--- src/rtl/lsu_ram_master.sv ---
// RV32 load/store initiator for a byte-lane data RAM with a 1-cycle registered read port.
// Optional macro LSU_MISALIGN_SPLIT_EN splits misaligned accesses into two word cycles.
module lsu_ram_master #(
    parameter int ADDR_W = 32
) (
    input  logic              clk,
    input  logic              rst_n,
    input  logic              req_i,
    output logic              ready_o,
    input  logic              we_i,
    input  logic [2:0]        funct3_i,
    input  logic [ADDR_W-1:0] addr_i,
    input  logic [31:0]       wdata_i,
    output logic              rsp_valid_o,
    output logic [31:0]       rsp_data_o,
    output logic              rsp_err_o,
    output logic [3:0]        wr_en_o,
    output logic [ADDR_W-1:0] wr_addr_o,
    output logic [31:0]       wr_data_o,
    output logic              rd_en_o,
    output logic [ADDR_W-1:0] rd_addr_o,
    input  logic [31:0]       rd_data_i,
    output logic [2:0]        dbg_state_o
);

    // Handshake: a request transfers on a rising edge where req_i && ready_o; ready_o is high
    // only in IDLE. rsp_valid_o is a single-cycle pulse with no back-pressure.
`ifdef LSU_MISALIGN_SPLIT_EN
    typedef enum logic [2:0] {
        IDLE   = 3'd0,
        ACC    = 3'd1,
        ACC_HI = 3'd2,
        RESP   = 3'd3,
        ERR    = 3'd4
    } state_t;
`else
    typedef enum logic [2:0] {
        IDLE   = 3'd0,
        ACC    = 3'd1,
        RESP   = 3'd3,
        ERR    = 3'd4
    } state_t;
`endif

    state_t state_q, state_d;

    logic              we_q;
    logic [2:0]        funct3_q;
    logic [1:0]        off_q;
    logic [ADDR_W-1:0] wr_addr_q;
    logic [31:0]       wr_data_q;
    logic [ADDR_W-1:0] rd_addr_q;

    logic              accept;
    logic [1:0]        off_in;
    logic [3:0]        mask_in;
    logic [ADDR_W-1:0] word_addr_in;
    logic              illegal_f3;
    logic              misaligned;
    logic              bad_req;

`ifdef LSU_MISALIGN_SPLIT_EN
    logic [7:0]        strobe_in;
    logic [63:0]       data_in;
    logic              split_in;
    logic [7:0]        strobe_q;
    logic [31:0]       data_hi_q;
    logic [ADDR_W-1:0] addr_hi_q;
    logic              split_q;
    logic [31:0]       buf_q;
    logic [63:0]       rd_dword;
`else
    logic [3:0]        strobe_in;
    logic [31:0]       data_in;
    logic [3:0]        strobe_q;
`endif

    logic [31:0]       rd_shifted;
    logic [31:0]       load_data;

    // Request decode, evaluated against the live inputs in IDLE.
    always_comb begin
        accept       = req_i && (state_q == IDLE);
        off_in       = addr_i[1:0];
        word_addr_in = {addr_i[ADDR_W-1:2], 2'b00};
        case (funct3_i[1:0])
            2'b00:   mask_in = 4'b0001;
            2'b01:   mask_in = 4'b0011;
            default: mask_in = 4'b1111;
        endcase
        illegal_f3 = (funct3_i == 3'b011) || (funct3_i[2:1] == 2'b11) || (we_i && funct3_i[2]);
        misaligned = ((funct3_i[1:0] == 2'b01) && off_in[0]) ||
                     ((funct3_i[1:0] == 2'b10) && (off_in != 2'b00));
`ifdef LSU_MISALIGN_SPLIT_EN
        strobe_in = {4'b0000, mask_in} << off_in;
        data_in   = {32'h0, wdata_i} << {off_in, 3'b000};
        split_in  = |strobe_in[7:4];
        bad_req   = illegal_f3;
`else
        strobe_in = mask_in << off_in;
        data_in   = wdata_i << {off_in, 3'b000};
        bad_req   = illegal_f3 || misaligned;
`endif
    end

    always_ff @(posedge clk or negedge rst_n) begin
        if (!rst_n) begin
            state_q <= IDLE;
        end else begin
            state_q <= state_d;
        end
    end

    always_comb begin
        state_d = state_q;
        case (state_q)
            IDLE: begin
                if (accept) begin
                    state_d = bad_req ? ERR : ACC;
                end
            end
            ACC: begin
`ifdef LSU_MISALIGN_SPLIT_EN
                if (split_q) begin
                    state_d = ACC_HI;
                end else begin
                    state_d = we_q ? IDLE : RESP;
                end
`else
                state_d = we_q ? IDLE : RESP;
`endif
            end
`ifdef LSU_MISALIGN_SPLIT_EN
            ACC_HI:  state_d = we_q ? IDLE : RESP;
`endif
            RESP:    state_d = IDLE;
            ERR:     state_d = IDLE;
            default: state_d = IDLE;
        endcase
    end

    // Request registers and the RAM address/data registers, which only move when used.
    always_ff @(posedge clk or negedge rst_n) begin
        if (!rst_n) begin
            we_q      <= 1'b0;
            funct3_q  <= 3'b000;
            off_q     <= 2'b00;
            strobe_q  <= '0;
            wr_addr_q <= '0;
            wr_data_q <= '0;
            rd_addr_q <= '0;
`ifdef LSU_MISALIGN_SPLIT_EN
            data_hi_q <= '0;
            addr_hi_q <= '0;
            split_q   <= 1'b0;
            buf_q     <= '0;
`endif
        end else begin
            if (accept) begin
                we_q     <= we_i;
                funct3_q <= funct3_i;
                off_q    <= off_in;
                strobe_q <= strobe_in;
`ifdef LSU_MISALIGN_SPLIT_EN
                data_hi_q <= data_in[63:32];
                addr_hi_q <= word_addr_in + ADDR_W'(4);
                split_q   <= split_in && !bad_req;
`endif
                if (!bad_req) begin
                    if (we_i) begin
                        wr_addr_q <= word_addr_in;
                        wr_data_q <= data_in[31:0];
                    end else begin
                        rd_addr_q <= word_addr_in;
                    end
                end
            end
`ifdef LSU_MISALIGN_SPLIT_EN
            if (state_q == ACC && split_q) begin
                if (we_q) begin
                    wr_addr_q <= addr_hi_q;
                    wr_data_q <= data_hi_q;
                end else begin
                    rd_addr_q <= addr_hi_q;
                end
            end
            // Read data for the low word lands while the high word is being addressed.
            if (state_q == ACC_HI && !we_q) begin
                buf_q <= rd_data_i;
            end
`endif
        end
    end

    // Load formatting: shift the addressed bytes down, then truncate and extend.
    always_comb begin
`ifdef LSU_MISALIGN_SPLIT_EN
        rd_dword   = split_q ? {rd_data_i, buf_q} : {32'h0, rd_data_i};
        rd_shifted = 32'(rd_dword >> {off_q, 3'b000});
`else
        rd_shifted = rd_data_i >> {off_q, 3'b000};
`endif
        case (funct3_q[1:0])
            2'b00:   load_data = {{24{!funct3_q[2] && rd_shifted[7]}}, rd_shifted[7:0]};
            2'b01:   load_data = {{16{!funct3_q[2] && rd_shifted[15]}}, rd_shifted[15:0]};
            default: load_data = rd_shifted;
        endcase
    end

    always_comb begin
        ready_o     = (state_q == IDLE);
        rsp_valid_o = 1'b0;
        rsp_err_o   = 1'b0;
        rsp_data_o  = '0;
        wr_en_o     = 4'b0000;
        rd_en_o     = 1'b0;
        case (state_q)
            ACC: begin
                if (we_q) begin
                    wr_en_o = strobe_q[3:0];
                end else begin
                    rd_en_o = 1'b1;
                end
`ifdef LSU_MISALIGN_SPLIT_EN
                rsp_valid_o = we_q && !split_q;
`else
                rsp_valid_o = we_q;
`endif
            end
`ifdef LSU_MISALIGN_SPLIT_EN
            ACC_HI: begin
                if (we_q) begin
                    wr_en_o     = strobe_q[7:4];
                    rsp_valid_o = 1'b1;
                end else begin
                    rd_en_o = 1'b1;
                end
            end
`endif
            RESP: begin
                rsp_valid_o = 1'b1;
                rsp_data_o  = load_data;
            end
            ERR: begin
                rsp_valid_o = 1'b1;
                rsp_err_o   = 1'b1;
            end
            default: ;
        endcase
    end

    assign wr_addr_o   = wr_addr_q;
    assign wr_data_o   = wr_data_q;
    assign rd_addr_o   = rd_addr_q;
    assign dbg_state_o = state_q;

endmodule

--- config.mk ---
export PLATFORM = sky130hd
export DESIGN_NAME = lsu_ram_master
export DESIGN_NICKNAME = d
export VERILOG_FILES = /design/src/rtl/lsu_ram_master.sv
export SDC_FILE = /design/constraint.sdc
export NUM_CORES = 1
export LEC_CHECK = 0
export ABC_CLOCK_PERIOD_IN_PS = 1700
export BUFFER_PORTS_ARGS = -buffer_cell sky130_fd_sc_hd__buf_2
export CAP_MARGIN = 10
export CELL_PAD_IN_SITES_DETAIL_PLACEMENT = 1
export CELL_PAD_IN_SITES_GLOBAL_PLACEMENT = 1
export CORE_ASPECT_RATIO = 1.4
export CORE_MARGIN = 10
export CORE_UTILIZATION = 33
export CTS_BUF_LIST = sky130_fd_sc_hd__clkbuf_8 sky130_fd_sc_hd__clkbuf_16
export DETAILED_ROUTE_END_ITERATION = 8
export PLACE_DENSITY = 0.74
export SKIP_LAST_GASP = 1
export SLEW_MARGIN = 10
export SYNTH_ARGS = -nofsm -noshare
export SYNTH_HDL_FRONTEND = slang
export SYNTH_SLANG_ARGS = --single-unit
--- constraint.sdc ---
create_clock -name clk -period 1.7 [get_ports clk]
set_clock_uncertainty 0.1 [all_clocks]
set_input_delay 0.085 -clock clk [delete_from_list [all_inputs] [get_ports clk]]
set_output_delay 0.085 -clock clk [all_outputs]
set_load 0.03 [all_outputs]
; ---- Word level (Yosys, flattened, before mapping)
; Cells that the tools add are included.
[op_classes]
eq_ne = 9
n_shift = 3
n_mux = 13
n_bitwise = 2
n_reduce_logical = 18
[ops]
columns = operator, n
row1 = one-hot mux 32 bit (2 select lines), 1
row2 = two-way mux 32 bit, 1
row3 = << shifter 32 x 5 -> 32 bit, 1
row4 = >> shifter 32 x 5 -> 32 bit, 1
row5 = two-way mux 4 bit, 2
row6 = one-hot mux 4 bit (2 select lines), 1
row7 = == test 3 x 2 -> 1 bit (second input constant), 2
row8 = logical AND 1 bit, 6
row9 = two-way mux 3 bit, 2
row10 = one-hot mux 3 bit (2 select lines), 1
row11 = AND reduction 3 bit, 2
row12 = == test 2 x 1 -> 1 bit (second input constant), 2
row13 = == test 2 bit (second input constant), 2
row14 = logical NOT 2 bit, 2
row15 = logical OR 1 bit, 4
row16 = << shifter 4 x 2 -> 4 bit, 1
row17 = == test 3 x 1 -> 1 bit (second input constant), 1
row18 = == test 3 bit (second input constant), 1
row19 = logical NOT 3 bit, 1
row20 = two-way mux 1 bit, 3
row21 = two-way mux 2 bit, 1
row22 = inequality test 2 x 1 -> 1 bit (second input constant), 1
row23 = inverter 1 bit, 2
row24 = one-hot mux 1 bit (2 select lines), 1
row25 = 3 further kinds, 3
[totals]
register_bits = 105
input_bits = 103
output_inout_bits = 139
wordCells = 53

; ---- Depth between registers and ports, before layout
; Gate-level depths: netlist of the first run.
[depth]
word_depth = 7
ltp_mapped = 5
ltp_nobuf = 3

; ---- Least setup slack after synthesis of the first run
; OpenSTA, ideal clock, no wires.
[synth_path]
path_kind = reg-to-output
startpoint = reg state_q[1] (netlist: dbg_state_o[1])
endpoint = out rsp_data_o[21]
t_arrival_ns = 1.927
required_ns = 1.515
setup_slack_ns = -0.412
stages_incl_launch_ff = 6
n_path_buf = 2
cell_sequence = dfrtp_1 > buf_2 > and3b_1 > o211ai_1 > clkbuf_1 > o22ai_1
[synth_via]
elab_chain_len = 2
[synth_rtl]
columns = element, line_no
row1 = from (decl), 45  ; state_t state_q, state_d;
row2 = from (signal assigned), 110  ; state_q <= state_d;
row3 = == test 3 x 2 -> 1 bit, 217  ; case (state_q)
row4 = two-way mux 32 bit, 217
row5 = to (decl), 15  ; output logic [31:0] rsp_data_o,
; Every way passes these cells.

; ---- Final worst setup path of the first run
[layout_path]
startpoint = reg off_q[1]
endpoint = out rsp_data_o[29]
[layout_via]
elab_chain_len = 4
word_cells_on_any_way = 5
classes_between = shift (1) / mux (2) / reduce/logical (2)
[layout_rtl]
columns = element, line_no
row1 = from (decl), 49  ; logic [1:0] off_q;
row2 = from (signal assigned), 162  ; off_q <= off_in;
row3 = >> shifter 32 x 5 -> 32 bit *, 201  ; rd_shifted = rd_data_i >> {off_q, 3'b000};
row4 = "logical AND 1 bit, on equally long branches", "205, 204"
row5 = one-hot mux 32 bit (2 select lines) *, 203  ; case (funct3_q[1:0])
row6 = two-way mux 32 bit *, 217
; Mark *: on every way between the ends. The rest lies on a longest branch, timed or not.

==> results of run 1 <==
-- where the power goes --
part	total, W	internal, W	switching (W)
Sequential	0.00475	0.00373	0.00102
Combinational	0.00970	0.00411	0.00558
Clock	0.00235	0.00135	0.00100
-- cell usage in the layout (no fill, tap or decap), types with 19 or more instances in the layout --
cell           count
inv_1             20
buf_2            217
dfrtp_1          101
mux2i_1           45
buf_12            19
buf_4             43
buf_6             36
mux2_4            82
dlygate4sd3_1     40
nand2_1           22
-- sequential cells by signal, summed over array words and instances, names as in the netlist --
register,flops
wr_data_o,32
rd_addr_o,30
wr_addr_o,30
strobe_q,4
dbg_state_o,3
funct3_q,3
off_q,2
we_q,1
-- synth_stat cells (2+ instances only) --
cell type,instances
nor3b_1,2
o2bb2ai_1,8
and2_1,5
mux2i_1,48
buf_6,10
clkbuf_1,8
a21oi_1,2
mux2_4,52
nor2_1,12
inv_1,20
buf_4,6
nor2b_1,10
o21ai_0,7
nand2_1,22
o22ai_1,16
a211oi_1,14
dfrtp_1,105
buf_2,7
nand2b_1,3
buf_1,2
a221oi_1,8
mux2_2,42
nor3_1,12
-- stage by stage --
step                util (%)  setup WS [ns]  area (um^2)  total power [W]
floorplan                  -         -0.239         6030           0.0101
global placement        46.4         -0.169         7770           0.0128
detailed placement      46.4         -0.173         7770           0.0131
CTS                     54.6         -0.480         9150           0.0164
global route            55.4         -0.551         9280           0.0176
finish                  55.4         -0.473         9280           0.0168
-- area by class of cell --
class,count,area (um^2),share of cell area (%)
Timing Repair Buffer,363,2740,29.5
Sequential cell,105,2630,28.4
Antenna cell,2,5.00,0.0539
Tap cell,203,254,2.74
Clock buffer,10,239,2.58
Inverter,20,75.1,0.809
Clock inverter,6,96.3,1.04
Multi-Input combinational cell,285,3240,34.9
-- routing by layer --
layer	up-vias	GRT usage, %	wire [um]
met4	4	8.04	716
met1	2580	21.8	8990
met2	230	39.7	13300
li1	2269	-	-
met3	52	7.10	1950
met5	-	0	28
-- worst max-delay path, stage by stage (launching register included) --
cell     delay, ns
dfrtp_1       0.39
mux4_2        0.60
o22ai_4       0.21
buf_12        0.19
o22ai_2       0.08
buf_2         0.19
-- logic make-up (layout without fill, tap and decap cells) --
family / after synthesis / after routing / synth area share (%)
buffers and inverters: 54 / 399 / 5.70
AOI/OAI and AO/OA: 62 / 62 / 8.62
and+or+nand+nor: 75 / 76 / 7.33
muxes: 143 / 143 / 31.4
other: 1 / 6 / 0.0670
DFF: 105 / 105 / 46.9
-- worst paths after layout --
path                                  end  cells past startpoint            from
max reg2reg                 wr_addr_o[26]                      7  dbg_state_o[0]
max in group asynchronous    rd_addr_o[8]                      3           rst_n
min reg2reg                   strobe_q[0]                      1     strobe_q[0]
min in group asynchronous    rd_addr_o[5]                      2           rst_n
min                         wr_data_o[23]                      3     wdata_i[15]
max                        rsp_data_o[29]                      5        off_q[1]
-- what timing repair did --
action,4_1_cts,5_1_grt
buffers inserted,23,12
endpoints found under the hold margin,100,0
cloned,7,1
hold buffers,40,0
resized for setup,78,56
endpoints found under the setup margin,130,139
pin swaps,12,9
==> metrics.md, run 1 <==
| Metric | Value |
|---|---|
| Result of the run | finished with violations |
| Failing checks | setup timing |
| Fill count | 1702 |
| Via count | 5135 |
| Sequential share of the synthesized area | 46.9% |
| Later-pin clock latency in the skew report | 0.34 ns |
| Final Critical Period | 2.17 ns |
| CTS max path bufs | 2 |
| WS Path Type | reg -> out |
| Area share of the largest cell type after synthesis | 46.9% |
| Mean Syn Cell Area | 12.7 um^2 |
| Gpl congestion | 0.889 |
| NumNets Final | 887 |
| Max Clk Rate | 0.460 GHz |
| CTS Root Cell | clkbuf_16 |
| Worst Setup End Kind | output pin |
| Final WS setup | -0.473 ns |
| Fin cells | 994 |
| Final setup vio count | 130 |
| Layout Area Growth over Synthesis | 65.7% |
| Vias in the first global route | 6117 |
| Leakage | 4.73 nW |
| Routed WL | 25.0 mm |
| Worst-path clk slew | 0.07 ns |
| Ys Warns | 0 |
| IO buf count | 237 |
| DR DRC count | 0 |
| Via/cell ratio | 5.17 |
| Die Ht | 174 um |
| Worst EP required | 1.51 ns |
| Initial Utilization | 33.4% |
| CP Max Fanout | 11 |
| Top cells by area, synth | dfrtp_1, mux2_4, mux2i_1 |
| Total Routing Usage GR | 21.6% |
| Synth cell types | 42 |
| Flop2flop setup slack | -0.37 ns |
| Area leader, netlist | dfrtp_1 |
| Syn Std Cell Area | 5600 um^2 |
| H-tree depth | 3 |
| Period utilization | 128% |
| Core Area | 16700 um^2 |
| Fraction of final layout cells sized beyond drive strength 1 | 63.4% |
| Worst ir drop on vdd | 1.28 mV |
| Iteration-0 DRC Markers | 154 |
| Inst Count DP | 904 |
| TritonCTS clock tree | built |
| Number of core rows | 56 |
| P per Cell Area | 1810 nW/um^2 |
| DRT Pass-1 Iters | 6 |
| Die width | 130 um |
| Die area | 22700 um^2 |
| RSZ-0062 raised after global routing | true |
| Clk sinks | 105 |
| First-pass GRT wire length | 37.6 mm |
| Hold crit path type | in -> reg |
| Largest net degree at the start of global routing | 35 |
| Startpoint types | flip-flop |
| Post-synth EDFFs | 0 |
| Seq cells post-synth | 105 |
| Routed Antenna Nets | 0 |
| Hold Worst Slack | 0.0281 ns |
| Boundary pin count | 242 |
| Final Hold Vio Count | 0 |
| Count of pins over their slew limit | 0 |
| Max Cap Viol | 0 |
| Predominant post-synthesis flop cell | dfrtp_1 |
| Number of buffers created by CTS | 9 |
| Initial antenna violation count | 5 |
| Slew of the pin with the lowest slew margin | 0.850 ns |
| Setup TNS | -41.57 ns |
| Worst path arrival time | 1.99 ns |
| Overflow after GRT | 0 |
| Mapped Cells | 440 |
| Slew headroom | 43.2% |
| Hpwl dp | 16.6 mm |
| Ys async rst share | 100% |
| Avg WL per Cell | 25.2 um |
Power figures use the tool's default switching activity.
==> run 2, diff against run 1 <==
--- a/config.mk
+++ b/config.mk
@@ -10,7 +10,7 @@
 export CAP_MARGIN = 10
 export CELL_PAD_IN_SITES_DETAIL_PLACEMENT = 1
 export CELL_PAD_IN_SITES_GLOBAL_PLACEMENT = 1
-export CORE_ASPECT_RATIO = 1.4
+export CORE_ASPECT_RATIO = 0.7
 export CORE_MARGIN = 10
 export CORE_UTILIZATION = 33
 export CTS_BUF_LIST = sky130_fd_sc_hd__clkbuf_8 sky130_fd_sc_hd__clkbuf_16
==> run 2 against run 1 <==
Effect of this change:
- die area about the same
- combinational power about the same
- count of clock-buffer cells in the layout unchanged
- design area up 2.3%
- worst hold slack worse by 0.014 ns
- the run still ends with setup timing left
- global-route usage down 1.1 points
- critical path type unchanged
- flip-flop and latch count unchanged
- sequential power down 3%
- utilization up 2.1 points
- power down 1.2%
==> metrics.md, run 2 (same netlist as run 1, synthesis figures left out) <==
| Metric | Value |
|---|---|
| Result of the run | finished with violations |
| Failing checks | setup timing |
| Buf+Inv Stages, Crit Path | 3 (+1) |
| Slew headroom | 46.7% (+3.5 points) |
| Final Critical Period | 2.26 ns (+0.0897 ns) |
| Inst Count DP | 925 (+2.3%) |
| Die area | 22700 um^2 (about the same) |
| Iteration-0 DRC Markers | 205 (+33%) |
| CP most frequent cell | buf_4 |
| Core Area | 16500 um^2 (-1.5%) |
| Initial Utilization | 34.0% (+0.51 points) |
| Worst EP required | 1.51 ns (about the same) |
| CP Max Fanout | 7 (-4) |
| Max reg flops | 32 (unchanged) |
| Gpl congestion | 0.887 (-0.18%) |
| TritonCTS clock tree | built |
| Top Family by Delay on Critical Path | flip-flops |
| DR DRC count | 0 (unchanged) |
| Die Ht | 129 um (-26%) |
| Later-pin clock latency in the skew report | 0.35 ns (about the same) |
| Fraction of final layout cells sized beyond drive strength 1 | 62.9% (-0.43 points) |
| Largest net degree at the start of global routing | 35 (unchanged) |
| Overflow after GRT | 0 (unchanged) |
| Final WS setup | -0.563 ns (-0.0897 ns) |
| Via/cell ratio | 5.05 (-2.3%) |
| IO buf count | 237 (unchanged) |
| WS Path Type | reg -> out |
| Fill count | 1709 (+0.41%) |
| Worst ir drop on vdd | 0.817 mV (-36%) |
| Commonest non-fill, non-tap cell in the layout | buf_2 |
| Avg WL per Cell | 24.2 um (-4.0%) |
| Layout Area Growth over Synthesis | 69.5% |
| RSZ-0062 raised after global routing | true |
| Fin cells | 1024 (+3.0%) |
| Routed Antenna Nets | 0 (unchanged) |
| Final Hold Vio Count | 0 (unchanged) |
| Final setup vio count | 130 (unchanged) |
| Max Cap Viol | 0 (unchanged) |
| Number of core rows | 39 (-30%) |
| H-tree depth | 3 (unchanged) |
| Max Clk Rate | 0.442 GHz (-4.0%) |
| Setup TNS | -40.81 ns (+0.768 ns) |
| First-pass GRT wire length | 36.0 mm (-4.1%) |
| Initial antenna violation count | 3 (-2) |
| Period utilization | 133% (+5.3 points) |
| Via count | 5167 (+0.62%) |
| Slew of the pin with the lowest slew margin | 0.796 ns (-0.0534 ns) |
| Die width | 176 um (+35%) |
| Boundary pin count | 242 (unchanged) |
| DRT Pass-1 Iters | 4 (-2) |
| Startpoint types | flip-flop |
| Vias in the first global route | 5776 (-5.6%) |
| NumNets Final | 894 (+0.79%) |
| Hpwl dp | 16.0 mm (-3.5%) |
| Count of pins over their slew limit | 0 (unchanged) |
| Routed WL | 24.7 mm (-1.1%) |
| Critical path's slowest cell | dfrtp_2 |
| Hold Worst Slack | 0.0142 ns (-0.0139 ns) |
| Overall Power | 0.0166 W (-1.2%) |
| Crit path cell chain | buf_4 -> buf_6 -> mux2_2 -> a221oi_1 -> nor3_2 -> buf_4 |
| Total Routing Usage GR | 20.5% (-1.1 points) |
| Worst path arrival time | 2.08 ns (+0.09 ns) |
| CTS Root Cell | clkbuf_16 |
| Leakage | 4.76 nW (+0.75%) |
| Clk sinks | 105 (unchanged) |
| Number of buffers created by CTS | 9 (unchanged) |
| Crit-path max cell delay | 0.48 ns (-0.12 ns) |
| Hold crit path type | in -> reg |
| Worst Setup End Kind | output pin |
| P per Cell Area | 1750 nW/um^2 (-3.4%) |
| Worst-path clk slew | 0.08 ns (about the same) |
| CTS max path bufs | 2 (unchanged) |
| Most frequent cells in the layout | buf_2, dfrtp_1, mux2_4 |
## run 2: changes by cell type in the layout (fill, tap and decap cells not counted), moves of 5 or more
cell | previous run | this run
buf_16 | 0 | 6
buf_6 | 36 | 58
o22ai_1 | 5 | 0
buf_2 | 217 | 198
dlygate4sd3_1 | 40 | 45
## run 2: what timing repair did
action	4_1_cts	5_1_grt
gates cloned	9	0
resized for setup	115	44
pin swaps	16	9
setup endpoints to repair	129	131
setup buffers	20	14
hold buffers	45	0
endpoints found under the hold margin	179	0
## run 2: worst min-delay path: stages
cell and delay (ns):
buf_2 0.10, o2bb2ai_1 0.11, mux2_4 0.14
## run 2: metal layers
metal	vias to the layer above	global-route usage, %	part of all wire (%)
met3	40	5.52	5.8
met1	2655	23.5	40
li1	2291	-	-
met2	181	37.2	52
met4	0	5.62	2.5
met5	-	0	0
## run 2: cell type report
type | count | area (um^2) | area share, %
well taps | 225 | 282 | 2.97
clock inverters | 6 | 72.6 | 0.765
multi-input cells | 284 | 3220 | 34.0
diodes | 3 | 7.51 | 0.0791
flip-flops and latches | 105 | 2630 | 27.7
inverters | 20 | 75.1 | 0.791
repair buffers | 371 | 2960 | 31.2
clock buffers | 10 | 239 | 2.52
## run 2: through the flow
step,utilization (%),cell area [um^2],setup WS [ns]
finish,57.5,9490,-0.563
global route,57.5,9490,-0.620
CTS,56.6,9340,-0.512
detailed placement,47.1,7770,-0.209
global placement,47.1,7770,-0.130
floorplan,-,6030,-0.239
## run 2: worst paths after layout
| path | from | endpoint | slack [ns] | cells past startpoint |
|---|---|---|---|---|
| min | wdata_i[11] | wr_data_o[19] | 0.01 | 3 |
| max in group asynchronous | rst_n | off_q[0] | 0.80 | 3 |
| min in group asynchronous | rst_n | wr_addr_o[21] | 0.12 | 2 |
| max reg2reg | dbg_state_o[2] | wr_data_o[20] | -0.34 | 7 |
| max | off_q[0] | rsp_data_o[10] | -0.56 | 6 |
| min reg2reg | strobe_q[1] | strobe_q[1] | 0.41 | 2 |
## run 2: where the power goes
part | total, W | internal (W) | switching [W]
clock | 0.00225 | 0.00121 | 0.00104
combinational | 0.00973 | 0.00413 | 0.00560
sequential | 0.00461 | 0.00373 | 0.000880
==> run 3, diff against run 2 <==
--- a/config.mk
+++ b/config.mk
@@ -8,14 +8,12 @@
 export ABC_CLOCK_PERIOD_IN_PS = 1700
 export BUFFER_PORTS_ARGS = -buffer_cell sky130_fd_sc_hd__buf_2
 export CAP_MARGIN = 10
-export CELL_PAD_IN_SITES_DETAIL_PLACEMENT = 1
-export CELL_PAD_IN_SITES_GLOBAL_PLACEMENT = 1
 export CORE_ASPECT_RATIO = 0.7
 export CORE_MARGIN = 10
-export CORE_UTILIZATION = 33
+export CORE_UTILIZATION = 44
 export CTS_BUF_LIST = sky130_fd_sc_hd__clkbuf_8 sky130_fd_sc_hd__clkbuf_16
 export DETAILED_ROUTE_END_ITERATION = 8
-export PLACE_DENSITY = 0.74
+export PLACE_DENSITY = 0.76
 export SKIP_LAST_GASP = 1
 export SLEW_MARGIN = 10
 export SYNTH_ARGS = -nofsm -noshare
==> run 3 against run 2 <==
Effect of this change:
- first-iteration DRC count increased by 44%
- register-to-register slack lost 0.05 ns
- global-route usage up 3.1 points
- the run still ends with setup timing left
- largest power group unchanged
- routed wire length is 11% lower
- flip-flop and latch count unchanged
- critical endpoint is now rsp_data_o[9]
- cell count fell by 7.0%
- power decreased by 1.0%
- sequential power down 1%
- sequential share of layout area increased by 0.39 points
==> metrics.md, run 3 (same netlist as run 1, synthesis figures left out) <==
| Metric | Value |
|---|---|
| Via count | 5119 (-0.93%) |
| Fill count | 761 (-55%) |
| Avg WL per Cell | 23.3 um (-3.8%) |
| Crit path cell chain | mux4_2 -> buf_4 -> a21boi_4 -> buf_12 -> nor3_2 -> buf_4 |
| Result of the run | finished with violations |
| NumNets Final | 887 (-0.78%) |
| Sequential cell area | 2630 um^2 (about the same) |
| DR DRC count | 0 (unchanged) |
| Sw Share | 44.8% (-0.54 points) |
| Max Cap Viol | 0 (unchanged) |
| Comb pwr share | 59.0% (+0.3 points) |
| Area of the multi-input gates | 3270 um^2 (+1.5%) |
| TritonCTS clock tree | built |
| Slew headroom | 45.1% (-1.6 points) |
| Overflow after GRT | 0 (unchanged) |
| H-tree depth | 3 (unchanged) |
| Final Critical Period | 2.18 ns (-0.0838 ns) |
| Flop2flop setup slack | -0.39 ns (-0.05 ns) |
| Final WS setup | -0.479 ns (+0.0838 ns) |
| Count of pins over their slew limit | 0 (unchanged) |
| Worst path arrival time | 1.99 ns (-0.09 ns) |
| Setup crit end | rsp_data_o[9] |
| Setup crit start | off_q[1] |
| Layout Area Growth over Synthesis | 67.0% |
| Hold crit path type | in -> reg |
| Worst EP required | 1.51 ns (about the same) |
| Die area | 17700 um^2 (-22%) |
| CTS Root Cell | clkbuf_16 |
| Slew of the pin with the lowest slew margin | 0.821 ns (+0.0250 ns) |
| Clk pwr share | 13.3% (-0.3 points) |
| CTS max path bufs | 2 (unchanged) |
| Vias in the first global route | 5736 (-0.69%) |
| Worst-path clk slew | 0.08 ns (about the same) |
| Iteration-0 DRC Markers | 296 (+44%) |
| Switching pwr | 0.00736 W (-2.2%) |
| Placement Setup Slack | -0.171 ns (+0.0379 ns) |
| WS Path Type | reg -> out |
| Failing checks | setup timing |
| Later-pin clock latency in the skew report | 0.34 ns (about the same) |
| Top Family by Delay on Critical Path | multiplexers |
| Core Area | 12400 um^2 (-25%) |
| Buf+Inv Stages, Crit Path | 3 (unchanged) |
| Initial Utilization | 45.1% (+11 points) |
| Overall Power | 0.0164 W (-1.0%) |
| Die Ht | 114 um (-11%) |
| Total Routing Usage GR | 23.6% (+3.1 points) |
| Critical path's slowest cell | mux4_2 |
| Routed Antenna Nets | 0 (unchanged) |
| CP most frequent cell | buf_4 |
| R2R cell count | 8 (+1) |
| Commonest non-fill, non-tap cell in the layout | buf_2 |
| Max Clk Rate | 0.459 GHz (+3.8%) |
| Routed WL | 22.1 mm (-11%) |
| Worst ir drop on vdd | 1.20 mV (+47%) |
| Flop pwr share | 27.8% (about the same) |
| Die width | 155 um (-12%) |
| Final Hold Vio Count | 0 (unchanged) |
| Crit-path max cell delay | 0.57 ns (+0.09 ns) |
| Period utilization | 128% (-4.9 points) |
| Fraction of final layout cells sized beyond drive strength 1 | 64.1% (+1.2 points) |
| Boundary pin count | 242 (unchanged) |
| Largest net degree at the start of global routing | 67 (+91%) |
| IO buf count | 237 (unchanged) |
| Critical path depth in cells | 6 (unchanged) |
| CP Max Fanout | 8 (+1) |
| Final setup vio count | 134 (+3.1%) |
| Hpwl dp | 14.0 mm (-12%) |
| Initial antenna violation count | 1 (-2) |
| Max reg flops | 32 (unchanged) |
| Worst r2r src | dbg_state_o[2] |
| Via/cell ratio | 5.38 (+6.6%) |
| Startpoint types | flip-flop |
| Clk sinks | 105 (unchanged) |
| Number of core rows | 34 (-13%) |
| R2r endpoint | wr_addr_o[29] |
| Cell internal pwr | 0.00907 W (about the same) |
| Number of buffers created by CTS | 9 (unchanged) |
| DRT Pass-1 Iters | 4 (unchanged) |
| RSZ-0062 raised after global routing | true |
| Most frequent cells in the layout | buf_2, dfrtp_1, mux2_4 |
| Leakage | 4.76 nW (about the same) |
| First-pass GRT wire length | 33.3 mm (-7.6%) |
| Gpl congestion | 0.870 (-1.9%) |
| P per Cell Area | 1760 nW/um^2 (+0.46%) |
| Worst Setup End Kind | output pin |
-- run 3: area by class of cell --
type | count | share of cell area (%)
Multi-Input combinational cell | 285 | 35.0
Clock buffer | 9 | 2.41
Timing Repair Buffer | 363 | 30.5
Tap cell | 162 | 2.17
Antenna cell | 1 | 0.0268
Clock inverter | 7 | 0.923
Inverter | 20 | 0.843
Sequential cell | 105 | 28.1
-- run 3: worst min path at each step --
stage / endpoint / cells after the start / start / slack, ns
2_1_floorplan: dbg_state_o[0] / 0 / rst_n / -0.31
3_3_place_gp: wr_addr_o[24] / 1 / rst_n / -0.17
3_5_place_dp: wr_addr_o[24] / 1 / rst_n / -0.17
4_1_cts: wr_addr_o[24] / 2 / rst_n / 0.002
5_1_grt: rd_addr_o[17] / 2 / rst_n / 0.03
6_report: wr_data_o[22] / 3 / wdata_i[14] / 0.01
-- run 3: routing by layer --
layer / GRT usage, % / routed length, um / vias to the layer above / part of all wire (%)
met5: 0 / 0 / - / 0
met4: 8.22 / 637 / 0 / 2.9
met3: 6.27 / 1470 / 51 / 6.7
met2: 42.2 / 11600 / 222 / 53
met1: 26.7 / 8400 / 2564 / 38
li1: - / - / 2282 / -
-- run 3: worst min-delay path, delay by kind of cell --
family,cells,cell delay (ns)
muxes,1,0.13
AOI/OAI and AO/OA,1,0.11
buffers and inverters,1,0.10
-- run 3: power by group through the flow --
stage	registers, W	logic (W)	clock network, W
final	0.00456	0.00968	0.00218
after global placement	0.00442	0.00816	0
after floorplan	0.00664	0.00349	0
after CTS	0.00450	0.00935	0.00220
after global routing	0.00470	0.0101	0.00231
after detailed placement	0.00450	0.00834	0
-- run 3: what timing repair did --
item,CTS,global route
hold endpoints to repair,179,0
gates resized for setup,118,31
pin swaps,15,10
hold buffers,43,0
setup buffers,28,9
setup endpoints to repair,136,135
gates cloned,11,2
-- run 3: through the flow --
step | std cells | instance area, um^2 | hold slack [ns] | TNS [ns] | utilization [%]
after global placement | 852 | 7620 | -0.174 | -5.75 | 61.4
after floorplan | 443 | 6030 | -0.311 | -15.86 | -
after global routing | 952 | 9350 | 0.0301 | -50.36 | 75.3
final | 952 | 9350 | 0.0106 | -41.87 | 75.3
after CTS | 948 | 9320 | 0.00229 | -37.73 | 75.0
after detailed placement | 852 | 7620 | -0.172 | -8.00 | 61.4
